**config.mk**
```make
export PLATFORM = sky130hd
export DESIGN_NAME = parity_frame_ctrl
export DESIGN_NICKNAME = d
export VERILOG_FILES = /design/src/rtl/parity_pkg.sv /design/src/rtl/parity_tracker.sv /design/src/rtl/parity_frame_ctrl.sv
export SDC_FILE = /design/constraint.sdc
export NUM_CORES = 1
export LEC_CHECK = 0
export ABC_AREA = 1
export BUFFER_PORTS_ARGS = -buffer_cell sky130_fd_sc_hd__buf_2
export CAP_MARGIN = 0
export CORE_MARGIN = 5
export CORE_UTILIZATION = 49
export DETAILED_ROUTE_END_ITERATION = 6
export HOLD_SLACK_MARGIN = 0.02
export PLACE_DENSITY = 0.76
export SETUP_SLACK_MARGIN = 0.1
export SKIP_LAST_GASP = 1
export SYNTH_ARGS = -nofsm -noshare
export SYNTH_HDL_FRONTEND = slang
export SYNTH_SLANG_ARGS = --single-unit
```
**constraint.sdc**
```tcl
create_clock -name clk -period 1.1 [get_ports clk]
set_input_delay 0.22 -clock clk [delete_from_list [all_inputs] [get_ports clk]]
set_output_delay 0.22 -clock clk [all_outputs]
set_load 0.01 [all_outputs]
```
**src/rtl/parity_pkg.sv**
```systemverilog
// parity_pkg: shared types and widths for the parity frame controller.
package parity_pkg;
  typedef enum logic {EVEN, ODD} parity_t;
  typedef enum logic [1:0] {IDLE, DATA, PARITY} frame_state_t;
  localparam int ERR_CNT_W = 16;
endpackage

```
**src/rtl/parity_tracker.sv**
```systemverilog
// parity_tracker: running even/odd parity over accepted bits; clear wins over en.
module parity_tracker
  import parity_pkg::*;
(
  input  logic    clk,
  input  logic    reset,
  input  logic    clear,
  input  logic    en,
  input  logic    bit_in,
  output parity_t parity
);
  parity_t parity_q, parity_d;
  always_comb
    parity_d = clear ? ((en && bit_in) ? ODD : EVEN)
             : (en && bit_in) ? ((parity_q == ODD) ? EVEN : ODD) : parity_q;
  always_ff @(posedge clk or negedge reset)
    if (!reset) parity_q <= EVEN;
    else parity_q <= parity_d;
  assign parity = parity_q;
endmodule

```
**src/rtl/parity_frame_ctrl.sv**
```systemverilog
// parity_frame_ctrl: frames a serial stream into DATA_W bits + parity and buffers {word, parity_err}.
// Define PARITY_ERR_CNT_EN to add the saturating err_count output.
module parity_frame_ctrl
  import parity_pkg::*;
#(
  parameter int DATA_W     = 8,
  parameter bit ODD_PARITY = 1'b1
) (
  input  logic              clk,
  input  logic              reset,
  input  logic              bit_in,
  input  logic              bit_valid,
  input  logic              sof,
  output logic [DATA_W-1:0] word_out,
  output logic              parity_err,
  output logic              word_valid,
  input  logic              word_ready,
  output logic              frame_abort,
  output logic              overrun
`ifdef PARITY_ERR_CNT_EN
  ,
  output logic [ERR_CNT_W-1:0] err_count
`endif
);
  localparam int CNT_W = (DATA_W > 1) ? $clog2(DATA_W) : 1;
  localparam logic [CNT_W-1:0] LAST = CNT_W'(DATA_W - 1);
  frame_state_t state_q, state_d;
  logic [CNT_W-1:0] bit_cnt_q, bit_cnt_d;
  logic [DATA_W-1:0] shift_q, shift_d, word_q, word_d;
  logic perr_q, perr_d, wv_q, wv_d, abort_q, abort_d, ovr_q, ovr_d;
  logic start, done, load, err;
  parity_t parity;
  assign start = bit_valid && sof;
  assign done  = bit_valid && !sof && state_q == PARITY;
  assign load  = done && (!wv_q || word_ready);
  assign err   = (logic'(parity) ^ bit_in) != ODD_PARITY;
  parity_tracker u_tracker (
    .clk   (clk),
    .reset (reset),
    .clear (start),
    .en    (bit_valid && (sof || state_q == DATA)),
    .bit_in(bit_in),
    .parity(parity)
  );
  always_comb begin
    state_d   = state_q;
    bit_cnt_d = bit_cnt_q;
    shift_d   = shift_q;
    if (start) begin
      state_d   = (DATA_W == 1) ? PARITY : DATA;
      bit_cnt_d = CNT_W'(1);
      shift_d   = DATA_W'(bit_in);
    end else if (bit_valid && state_q == DATA) begin
      shift_d[bit_cnt_q] = bit_in;
      bit_cnt_d = bit_cnt_q + 1'b1;
      state_d   = (bit_cnt_q == LAST) ? PARITY : DATA;
    end else if (done) begin
      state_d   = IDLE;
      bit_cnt_d = '0;
    end
    word_d  = load ? shift_q : word_q;
    perr_d  = load ? err : perr_q;
    wv_d    = load || (wv_q && !word_ready);
    abort_d = start && state_q != IDLE;
    ovr_d   = done && wv_q && !word_ready;
  end
  always_ff @(posedge clk or negedge reset)
    if (!reset) begin
      state_q   <= IDLE;
      bit_cnt_q <= '0;
      shift_q   <= '0;
      word_q    <= '0;
      perr_q    <= 1'b0;
      wv_q      <= 1'b0;
      abort_q   <= 1'b0;
      ovr_q     <= 1'b0;
    end else begin
      state_q   <= state_d;
      bit_cnt_q <= bit_cnt_d;
      shift_q   <= shift_d;
      word_q    <= word_d;
      perr_q    <= perr_d;
      wv_q      <= wv_d;
      abort_q   <= abort_d;
      ovr_q     <= ovr_d;
    end
  assign word_out    = word_q;
  assign parity_err  = perr_q;
  assign word_valid  = wv_q;
  assign frame_abort = abort_q;
  assign overrun     = ovr_q;
`ifdef PARITY_ERR_CNT_EN
  logic [ERR_CNT_W-1:0] cnt_q, cnt_d;
  always_comb cnt_d = (load && err && !(&cnt_q)) ? cnt_q + 1'b1 : cnt_q;
  always_ff @(posedge clk or negedge reset)
    if (!reset) cnt_q <= '0;
    else cnt_q <= cnt_d;
  assign err_count = cnt_q;
`endif
endmodule

```
==> results of run 1 <==
[final cells by class]
type,instances,area (µm²),share of cell area
clock buffer,4,36.3,0.0208
inverter,12,51.3,0.0295
multi-input combinational,112,621,0.357
sequential,26,656,0.377
tap,30,37.5,0.0216
timing repair buffer,43,339,0.195
[report_power, final]
part | internal, µW | switching, µW
clock | 203 | 296
combinational | 169 | 238
sequential | 1020 | 77.7
[metrics by stage]
step | utilization | setup TNS, ns
3_3_place_gp | 0.578 | -0.157
4_1_cts | 0.663 | -0.295
2_1_floorplan | - | 0
6_report | 0.716 | -0.764
3_5_place_dp | 0.578 | -0.527
5_1_grt | 0.716 | -2.61
[cell usage after synthesis, drive strengths merged]
cell,n
dfrtp,26
xor2,1
ha,2
a21oi,4
clkinv,1
nor3,1
nor2,13
nand3,15
o21ai,7
inv,11
buf,3
nand2,68
[registers in the layout, indices dropped and copies added, names as in the netlist]
name              count
parity_err            1
word_out              8
overrun               1
state_q               2
word_valid            1
frame_abort           1
u_tracker.parity      1
bit_cnt_q             3
shift_q               8
[repair_timing]
item	4_1_cts	5_1_grt
hold endpoints to repair	26	0
setup endpoints to repair	35	37
gates cloned	1	0
pin swaps	4	8
buffers inserted	10	8
hold buffers	1	0
resized for setup	19	24
[layer usage]
| metal | up-vias | part of all wire |
|---|---|---|
| met2 | 34 | 0.53 |
| li1 | 567 | - |
| met1 | 527 | 0.40 |
| met3 | 7 | 0.047 |
| met4 | 0 | 0.021 |
| met5 | - | 0 |
[kinds of logic after synthesis]
group | count (synthesis) | synth area share
and+or+nand+nor | 97 | 0.335
DFF | 26 | 0.530
buffers and inverters | 15 | 0.0591
AOI/OAI and AO/OA | 11 | 0.0479
adders and majority gates | 2 | 0.0204
xor gates and xnor gates | 1 | 0.00714
[how the worst max path moves through the flow]
stage	start	endpoint	slack, ns	cells after the start
3_5_place_dp	state_q[1]$_DFFE_PN0P_	word_out[3]$_DFFE_PN0P_	-0.05	8
2_1_floorplan	state_q[0]$_DFFE_PN0P_	parity_err$_DFFE_PN0P_	0.06	7
4_1_cts	state_q[0]$_DFFE_PN0P_	word_out[3]$_DFFE_PN0P_	-0.04	7
6_report	state_q[1]$_DFFE_PN0P_	u_tracker.parity$_DFFE_PN0P_	-0.08	6
5_1_grt	bit_cnt_q[1]$_DFFE_PN0P_	shift_q[0]$_DFFE_PN0P_	-0.16	5
3_3_place_gp	state_q[1]$_DFFE_PN0P_	state_q[1]$_DFFE_PN0P_	-0.03	8
[worst register-to-register path: stages, from the launching register on]
cell	delay, ns
dfrtp_2	0.46
buf_12	0.14
nor2_4	0.20
buf_6	0.15
a21oi_2	0.04
nand2_1	0.06
nand2_1	0.05
==> metrics.csv, run 1 <==
metric,value,unit
average wire per cell in the routed design,13.0,µm
largest area contributor in the netlist,dfrtp_1,
total routed wirelength,2960,µm
critical path launch point type,register,
cell with the largest stage delay on the worst path,dfrtp_2,
number of port buffers,17,
cell chain of the critical path,buf_12 > nor2_4 > buf_6 > a21oi_2 > nand2_1 > nand2_1,
critical path's top delay family,flip-flops,
clock-pin slew on the worst setup and hold paths,0.14,ns
period utilization,1.08,
"commonest non-fill, non-tap cell in the layout",nand2_1,
number of buffers added by the clock tree synthesis step,3,
number of vias per cell after detailed routing,5.00,
number of sinks handled by clock tree synthesis,26,
Final Hold Viols,0,
final global-route overflow total,0,
portion of synthesized cell area occupied by the leading cell type,0.530,
leakage power,0.000937,µW
met1 GRT Util,0.200,
"Largest stage delay, worst path",0.46,ns
antenna diode count,0,
PnR Total Power,2000,µW
number of top-level design ports,18,
worst endpoint required time,1.34,ns
number of cells on the worst hold path,4,
level count of the clock H-tree,1,
drc violations,0,
portion of the post-synthesis area used by sequential elements,0.530,
initial antenna violation count,0,
Initial Util,0.505,
area grow syn2layout,41.8,%
via count of the routed design,1135,
"Non-Filler Cell Area, Final",1740,µm²
post-route insts no fill,227,
summed instance area of the synthesized netlist,1230,µm²
worst skew pair latency,0.33,ns
number of violations reported at the end of detailed-routing iteration 0,65,
final worst hold slack,0.204,ns
Critical Path Sink Type,register,
number of buffer and inverter stages on the critical path,2,
remaining antenna violation count after routing,0,
row cnt,18,
worst reg2reg startpoint,state_q[1]$_DFFE_PN0P_,
cell occurring most often along the worst timing path,nand2_1,
root cell of the clock tree,clkbuf_4,
total of endpoints with negative setup slack in the final report,22,
placement-stage worst setup slack,-0.0519,ns
Peak VDD IR,0.816,mV
power per cell area,1150,nW/µm²
max-slew violations,0,
terminus of the critical flop-to-flop path,u_tracker.parity$_DFFE_PN0P_,
full die area,3610,µm²
post-place instance area,1410,µm²
minimum period implied by the final worst setup slack,1.18,ns
clock tree from TritonCTS,yes,
synthesis-stage register bit count,26,
worst r2r path cells,6,
post-placement cell count,205,
final worst-path setup slack,-0.0829,ns
number of global-route vias before repair,1085,
setup repair after global routing missed its margin,yes,
data arrival time of the worst path,1.43,ns
Nets,206,
chip height,60.1,µm
count of yosys warnings during synthesis,0,
horizontal die dimension,60.1,µm
Pre-Repair DR Iteration Count,4,
flop2flop setup slack,-0.08,ns
most frequent cells in the layout,"nand2_1 (52), dfrtp_1 (22), buf_4 (18)",
dpl hpwl,1740,µm
pin count of the biggest net entering global routing,27,
final estimated routing congestion in global placement,0.801,
"top cells by area, synth","dfrtp_1 (53%), nand2_1 (20%), nand3_1 (5.7%)",
highest clock frequency the design can meet,845,MHz
violated checks,setup timing,
number of fill cells in the layout,160,
busiest layer in global routing,met2,
worst-margin pin slew,0.568,ns
Worst Path Max Fanout,8,
synthesized area per cell,8.08,µm²
max_slew headroom,0.621,
total global-route track usage,0.175,
"Distinct cells, synth",19,
Hold EP,u_tracker.parity$_DFFE_PN0P_,
core box area,2430,µm²
GR Layer Usage met3,0.0281,
setup clock skew after layout,0.00130,ns
crit path kind,register to register,
Maximum Capacitance Violations,0,
first-pass GRT wire length,4660,µm
ratio of cells with drive above 1 in the final layout,0.437,
status,"complete, but fails checks",
met2 Resource Use GR,0.313,
Clock Tree Buf Depth,2,
instance count of the mapped netlist,152,
Hold Crit Class,primary input to register,
Worst Min Path Start,bit_in,
Mapped Nets,160,
Power figures use the tool's default switching activity.
==> run 2, diff against run 1 <==
--- a/config.mk
+++ b/config.mk
@@ -9,10 +9,10 @@
 export BUFFER_PORTS_ARGS = -buffer_cell sky130_fd_sc_hd__buf_2
 export CAP_MARGIN = 0
 export CORE_MARGIN = 5
-export CORE_UTILIZATION = 49
+export CORE_UTILIZATION = 50
 export DETAILED_ROUTE_END_ITERATION = 6
 export HOLD_SLACK_MARGIN = 0.02
-export PLACE_DENSITY = 0.76
+export PLACE_DENSITY = 0.74
 export SETUP_SLACK_MARGIN = 0.1
 export SKIP_LAST_GASP = 1
 export SYNTH_ARGS = -nofsm -noshare
==> constraint.sdc (replaced) <==
create_clock -name clk -period 1.5 [get_ports clk]
set_input_delay 0.3 -clock clk [delete_from_list [all_inputs] [get_ports clk]]
set_output_delay 0.3 -clock clk [all_outputs]
set_load 0.01 [all_outputs]
==> metrics.csv, run 2 (synthesis results as in run 1) <==
metric,value,unit,change
post-place instance area,1330,µm²,was 1410 µm²
number of sinks handled by clock tree synthesis,26,,unchanged
worst-margin pin slew,0.561,ns,was 0.568 ns
Peak VDD IR,0.522,mV,was 0.816 mV
horizontal die dimension,59.5,µm,was 60.1 µm
total global-route track usage,0.147,,was 0.175
max_slew headroom,0.626,,was 0.621
root cell of the clock tree,clkbuf_4,,unchanged
worst endpoint required time,1.74,ns,was 1.34 ns
Crit. path cell count,8,,was 6
Worst Min Path Start,word_ready,,was bit_in
cell chain of the critical path,nand2_1 > clkinv_1 > nand2_2 > inv_2 > nand2_2 > inv_2 > nand2_1 > nand2_1,,was buf_12 > nor2_4 > buf_6 > a21oi_2 > nand2_1 > nand2_1
most frequent cells in the layout,"nand2_1 (64), dfrtp_1 (26), buf_2 (17)",,"was nand2_1 (52), dfrtp_1 (22), buf_4 (18)"
level count of the clock H-tree,1,,unchanged
clock tree from TritonCTS,yes,,unchanged
Nets,181,,was 206
remaining antenna violation count after routing,0,,unchanged
drc violations,0,,unchanged
"Largest stage delay, worst path",0.46,ns,about the same
critical path's top delay family,flip-flops,,unchanged
number of cells on the worst hold path,4,,unchanged
clock-pin slew on the worst setup and hold paths,0.14,ns,about the same
chip height,59.5,µm,was 60.1 µm
Pre-Repair DR Iteration Count,4,,unchanged
Setup TNS,0,ns,was -0.764 ns
number of global-route vias before repair,942,,was 1085
cell occurring most often along the worst timing path,nand2_1,,unchanged
total routed wirelength,2330,µm,was 2960 µm
cell with the largest stage delay on the worst path,dfrtp_1,,was dfrtp_2
number of top-level design ports,18,,unchanged
Critical Path Sink Type,register,,unchanged
terminus of the critical flop-to-flop path,word_out[7]$_DFFE_PN0P_,,was u_tracker.parity$_DFFE_PN0P_
core box area,2410,µm²,was 2430 µm²
area grow syn2layout,13.5,%,was 41.8%
average wire per cell in the routed design,11.5,µm,was 13.0 µm
dpl hpwl,1710,µm,was 1740 µm
minimum period implied by the final worst setup slack,1.24,ns,was 1.18 ns
antenna diode count,0,,unchanged
Hold EP,overrun$_DFF_PN0_,,was u_tracker.parity$_DFFE_PN0P_
number of vias per cell after detailed routing,4.85,,was 5.00
flop2flop setup slack,0.26,ns,was -0.08 ns
final worst hold slack,0.259,ns,was 0.204 ns
period utilization,0.826,,was 1.08
setup clock skew after layout,0.00862,ns,was 0.00130 ns
number of buffer and inverter stages on the critical path,3,,was 2
Clock Tree Buf Depth,2,,unchanged
number of violations reported at the end of detailed-routing iteration 0,13,,was 65
critical path launch point type,register,,unchanged
area occupied by multi-input gates,504,µm²,was 621 µm²
"commonest non-fill, non-tap cell in the layout",nand2_1,,unchanged
initial antenna violation count,0,,unchanged
setup repair after global routing missed its margin,no,,was yes
full die area,3550,µm²,was 3610 µm²
max-slew violations,0,,unchanged
final global-route overflow total,0,,unchanged
Initial Util,0.509,,was 0.505
power per cell area,1070,nW/µm²,was 1150 nW/µm²
first-pass GRT wire length,4040,µm,was 4660 µm
area used by sequential logic in the layout,651,µm²,was 656 µm²
leakage power,0.000796,µW,was 0.000937 µW
data arrival time of the worst path,1.48,ns,was 1.43 ns
number of port buffers,17,,unchanged
number of fill cells in the layout,216,,was 160
PnR Total Power,1490,µW,was 2000 µW
via count of the routed design,980,,was 1135
worst reg2reg startpoint,state_q[1]$_DFFE_PN0P_,,unchanged
number of buffers added by the clock tree synthesis step,3,,unchanged
highest clock frequency the design can meet,807,MHz,was 845 MHz
Maximum Capacitance Violations,0,,unchanged
ratio of cells with drive above 1 in the final layout,0.192,,was 0.437
final estimated routing congestion in global placement,0.720,,was 0.801
row cnt,18,,unchanged
number of resized instances in the post-cts repair step,0,,was 19
"Non-Filler Cell Area, Final",1390,µm²,was 1740 µm²
Final Hold Viols,0,,unchanged
worst skew pair latency,0.33,ns,about the same
crit path kind,register to register,,unchanged
Worst Path Max Fanout,11,,was 8
Hold Crit Class,primary input to register,,unchanged
worst r2r path cells,8,,was 6
pin count of the biggest net entering global routing,27,,unchanged
total of endpoints with negative setup slack in the final report,0,,was 22
status,"finished, final reports clean",,"was complete, but fails checks"
## run 2: timing repair
| action | CTS | global route |
|---|---|---|
| buffers inserted | 0 | 0 |
| endpoints found under the hold margin | 26 | 0 |
| hold buffers | 1 | 0 |
## run 2: worst register-to-register path: stages, from the launching register on
cell and delay (ns):
dfrtp_1 0.46, nand2_1 0.09, clkinv_1 0.06, nand2_2 0.08, inv_2 0.05, nand2_2 0.18, inv_2 0.11, nand2_1 0.08
nand2_1 0.04
## run 2: worst max path at each step
stage | from | end | slack (ns)
2_1_floorplan | bit_cnt_q[0]$_DFFE_PN0P_ | bit_cnt_q[2]$_DFFE_PN0P_ | 0.42
3_3_place_gp | bit_valid | word_out[7]$_DFFE_PN0P_ | 0.31
3_5_place_dp | state_q[1]$_DFFE_PN0P_ | word_out[0]$_DFFE_PN0P_ | 0.27
4_1_cts | state_q[1]$_DFFE_PN0P_ | word_out[7]$_DFFE_PN0P_ | 0.25
5_1_grt | state_q[0]$_DFFE_PN0P_ | shift_q[6]$_DFFE_PN0P_ | 0.12
6_report | state_q[1]$_DFFE_PN0P_ | word_out[7]$_DFFE_PN0P_ | 0.26
## run 2: layout make-up
type | instances | share of cell area
Inverter | 12 | 0.0323
Sequential cell | 26 | 0.467
Multi-Input combinational cell | 111 | 0.362
Clock buffer | 3 | 0.0162
Clock inverter | 1 | 0.0216
Tap cell | 30 | 0.0270
Timing Repair Buffer | 19 | 0.0737
## run 2: layer usage
metal / wire, µm / share of wire / track usage / vias up
li1: - / - / - / 515
met1: 1110 / 0.48 / 0.188 / 451
met2: 1090 / 0.47 / 0.250 / 10
met3: 84 / 0.036 / 0.0261 / 4
met4: 36 / 0.015 / 0.0506 / 0
met5: 0 / 0 / 0 / -
## run 2: power breakdown
part	internal, µW	switching (µW)	total [µW]
registers	744	46.4	791
logic	69.8	137	207
clock network	271	220	491
total	1080	403	1490
## run 2: through the flow
stage                     setup WS (ns)  instances   util
after CTS                         0.254        202  0.578
after global placement            0.306        197  0.552
after global routing              0.121        202  0.578
after floorplan                   0.420        152      -
after detailed placement          0.274        197  0.552
final                             0.261        202  0.578
==> run 3, diff against run 2 <==
==> constraint.sdc (replaced) <==
create_clock -name clk -period 1.3 [get_ports clk]
set_input_delay 0.26 -clock clk [delete_from_list [all_inputs] [get_ports clk]]
set_output_delay 0.26 -clock clk [all_outputs]
set_load 0.01 [all_outputs]
==> metrics.csv, run 3 (synthesis results as in run 1) <==
metric,value,unit,change
remaining antenna violation count after routing,0,,unchanged
worst-margin pin slew,0.561,ns,about the same
post-placement cell count,197,,unchanged
ratio of cells with drive above 1 in the final layout,0.239,,was 0.192
data arrival time of the worst path,1.43,ns,was 1.48 ns
worst reg2reg startpoint,state_q[0]$_DFFE_PN0P_,,was state_q[1]$_DFFE_PN0P_
status,"finished, final reports clean",,unchanged
horizontal die dimension,59.5,µm,unchanged
chip height,59.5,µm,unchanged
leakage power,0.000809,µW,was 0.000796 µW
Worst Setup EP,shift_q[0]$_DFFE_PN0P_,,was word_out[7]$_DFFE_PN0P_
"commonest non-fill, non-tap cell in the layout",nand2_1,,unchanged
area grow syn2layout,18.7,%,was 13.5%
Initial Util,0.509,,unchanged
first-pass GRT wire length,3920,µm,was 4040 µm
Setup crit start,state_q[0]$_DFFE_PN0P_,,was state_q[1]$_DFFE_PN0P_
clock-pin slew on the worst setup and hold paths,0.14,ns,about the same
number of global-route vias before repair,933,,was 942
period utilization,0.911,,was 0.826
drc violations,0,,unchanged
row cnt,18,,unchanged
post-route insts no fill,206,,was 202
worst r2r path cells,6,,was 8
via count of the routed design,1007,,was 980
Final Hold Viols,0,,unchanged
number of sinks handled by clock tree synthesis,26,,unchanged
Pre-Repair DR Iteration Count,4,,unchanged
number of violations reported at the end of detailed-routing iteration 0,21,,was 13
number of buffers added by the clock tree synthesis step,3,,unchanged
pin count of the biggest net entering global routing,27,,unchanged
flop2flop setup slack,0.12,ns,was 0.26 ns
full die area,3550,µm²,unchanged
worst skew pair latency,0.33,ns,about the same
Critical Path Sink Type,register,,unchanged
Nets,185,,was 181
total of endpoints with negative setup slack in the final report,0,,unchanged
total global-route track usage,0.145,,was 0.147
area used by sequential logic in the layout,653,µm²,was 651 µm²
max-slew violations,0,,unchanged
setup clock skew after layout,0.00254,ns,was 0.00862 ns
area occupied by multi-input gates,539,µm²,was 504 µm²
number of vias per cell after detailed routing,4.89,,was 4.85
Setup TNS,0,ns,unchanged
final estimated routing congestion in global placement,0.792,,was 0.720
most frequent cells in the layout,"nand2_1 (63), dfrtp_1 (24), buf_2 (17)",,"was nand2_1 (64), dfrtp_1 (26), buf_2 (17)"
initial antenna violation count,0,,unchanged
number of top-level design ports,18,,unchanged
Peak VDD IR,0.690,mV,was 0.522 mV
final core utilization,0.604,,was 0.578
highest clock frequency the design can meet,844,MHz,was 807 MHz
final worst hold slack,0.235,ns,was 0.259 ns
setup repair after global routing missed its margin,yes,,was no
root cell of the clock tree,clkbuf_4,,unchanged
final global-route overflow total,0,,unchanged
power per cell area,1110,nW/µm²,was 1070 nW/µm²
critical path launch point type,register,,unchanged
Hold Crit Class,primary input to register,,unchanged
clock tree from TritonCTS,yes,,unchanged
crit path kind,register to register,,unchanged
dpl hpwl,1640,µm,was 1710 µm
minimum period implied by the final worst setup slack,1.18,ns,was 1.24 ns
number of port buffers,17,,unchanged
Maximum Capacitance Violations,0,,unchanged
Worst Path Max Fanout,6,,was 11
number of fill cells in the layout,208,,was 216
total routed wirelength,2370,µm,was 2330 µm
terminus of the critical flop-to-flop path,shift_q[0]$_DFFE_PN0P_,,was word_out[7]$_DFFE_PN0P_
worst endpoint required time,1.54,ns,was 1.74 ns
level count of the clock H-tree,1,,unchanged
average wire per cell in the routed design,11.5,µm,about the same
Clock Tree Buf Depth,2,,unchanged
max_slew headroom,0.626,,about the same
core box area,2410,µm²,unchanged
antenna diode count,0,,unchanged
## run 3: cell types whose count changed in the layout (fill, tap and decap cells not counted), sizes merged
cell,before,now
clkbuf,3,4
buf,18,21
bufinv,1,0
nand2,68,69
## run 3: final cells by class
cell class,instances,area share
sequential,26,0.448
multi-input combinational,112,0.370
timing repair buffer,22,0.0945
inverter,12,0.0361
tap,30,0.0258
clock buffer,4,0.0249
## run 3: how the worst min path moves through the flow
stage                 from                      endpoint  slack [ns]  cells after the start
floorplan            reset      bit_cnt_q[0]$_DFFE_PN0P_       -0.04                      0
global placement     reset        state_q[0]$_DFFE_PN0P_        0.28                      1
detailed placement   reset        state_q[0]$_DFFE_PN0P_        0.29                      1
CTS                 bit_in  u_tracker.parity$_DFFE_PN0P_        0.23                      4
global route        bit_in  u_tracker.parity$_DFFE_PN0P_        0.26                      4
finish              bit_in  u_tracker.parity$_DFFE_PN0P_        0.23                      4
## run 3: what timing repair did
item,4_1_cts,5_1_grt
buffers inserted,0,3
endpoints found under the hold margin,26,0
pin swaps,0,2
endpoints found under the setup margin,8,22
gates cloned,0,1
gates resized for setup,1,10
hold buffers,1,0
## run 3: power by group
group	internal, µW	switching [µW]
sequential	860	55.6
combinational	106	166
clock	172	249
total	1140	471
## run 3: per-stage QoR
| stage | setup slack (ns) | power [µW] | area (µm²) |
|---|---|---|---|
| 2_1_floorplan | 0.220 | 1090 | 1230 |
| 3_3_place_gp | 0.121 | 1150 | 1330 |
| 3_5_place_dp | 0.0768 | 1160 | 1330 |
| 4_1_cts | 0.101 | 1580 | 1380 |
| 5_1_grt | 0.0494 | 1700 | 1460 |
| 6_report | 0.116 | 1610 | 1460 |
## run 3: worst max-delay path: stages, from the launching register on
cell     delay, ns
dfrtp_1       0.45
nand2_2       0.09
nor2_4        0.20
buf_4         0.15
nand3_1       0.07
nand3_1       0.08
nand2_1       0.05
## run 3: per-layer routing
layer	up-vias	wire [µm]	global-route usage
met3	5	91	0.0261
met2	17	1160	0.242
met4	0	60	0.0665
li1	524	-	-
met5	-	0	0
met1	461	1050	0.181
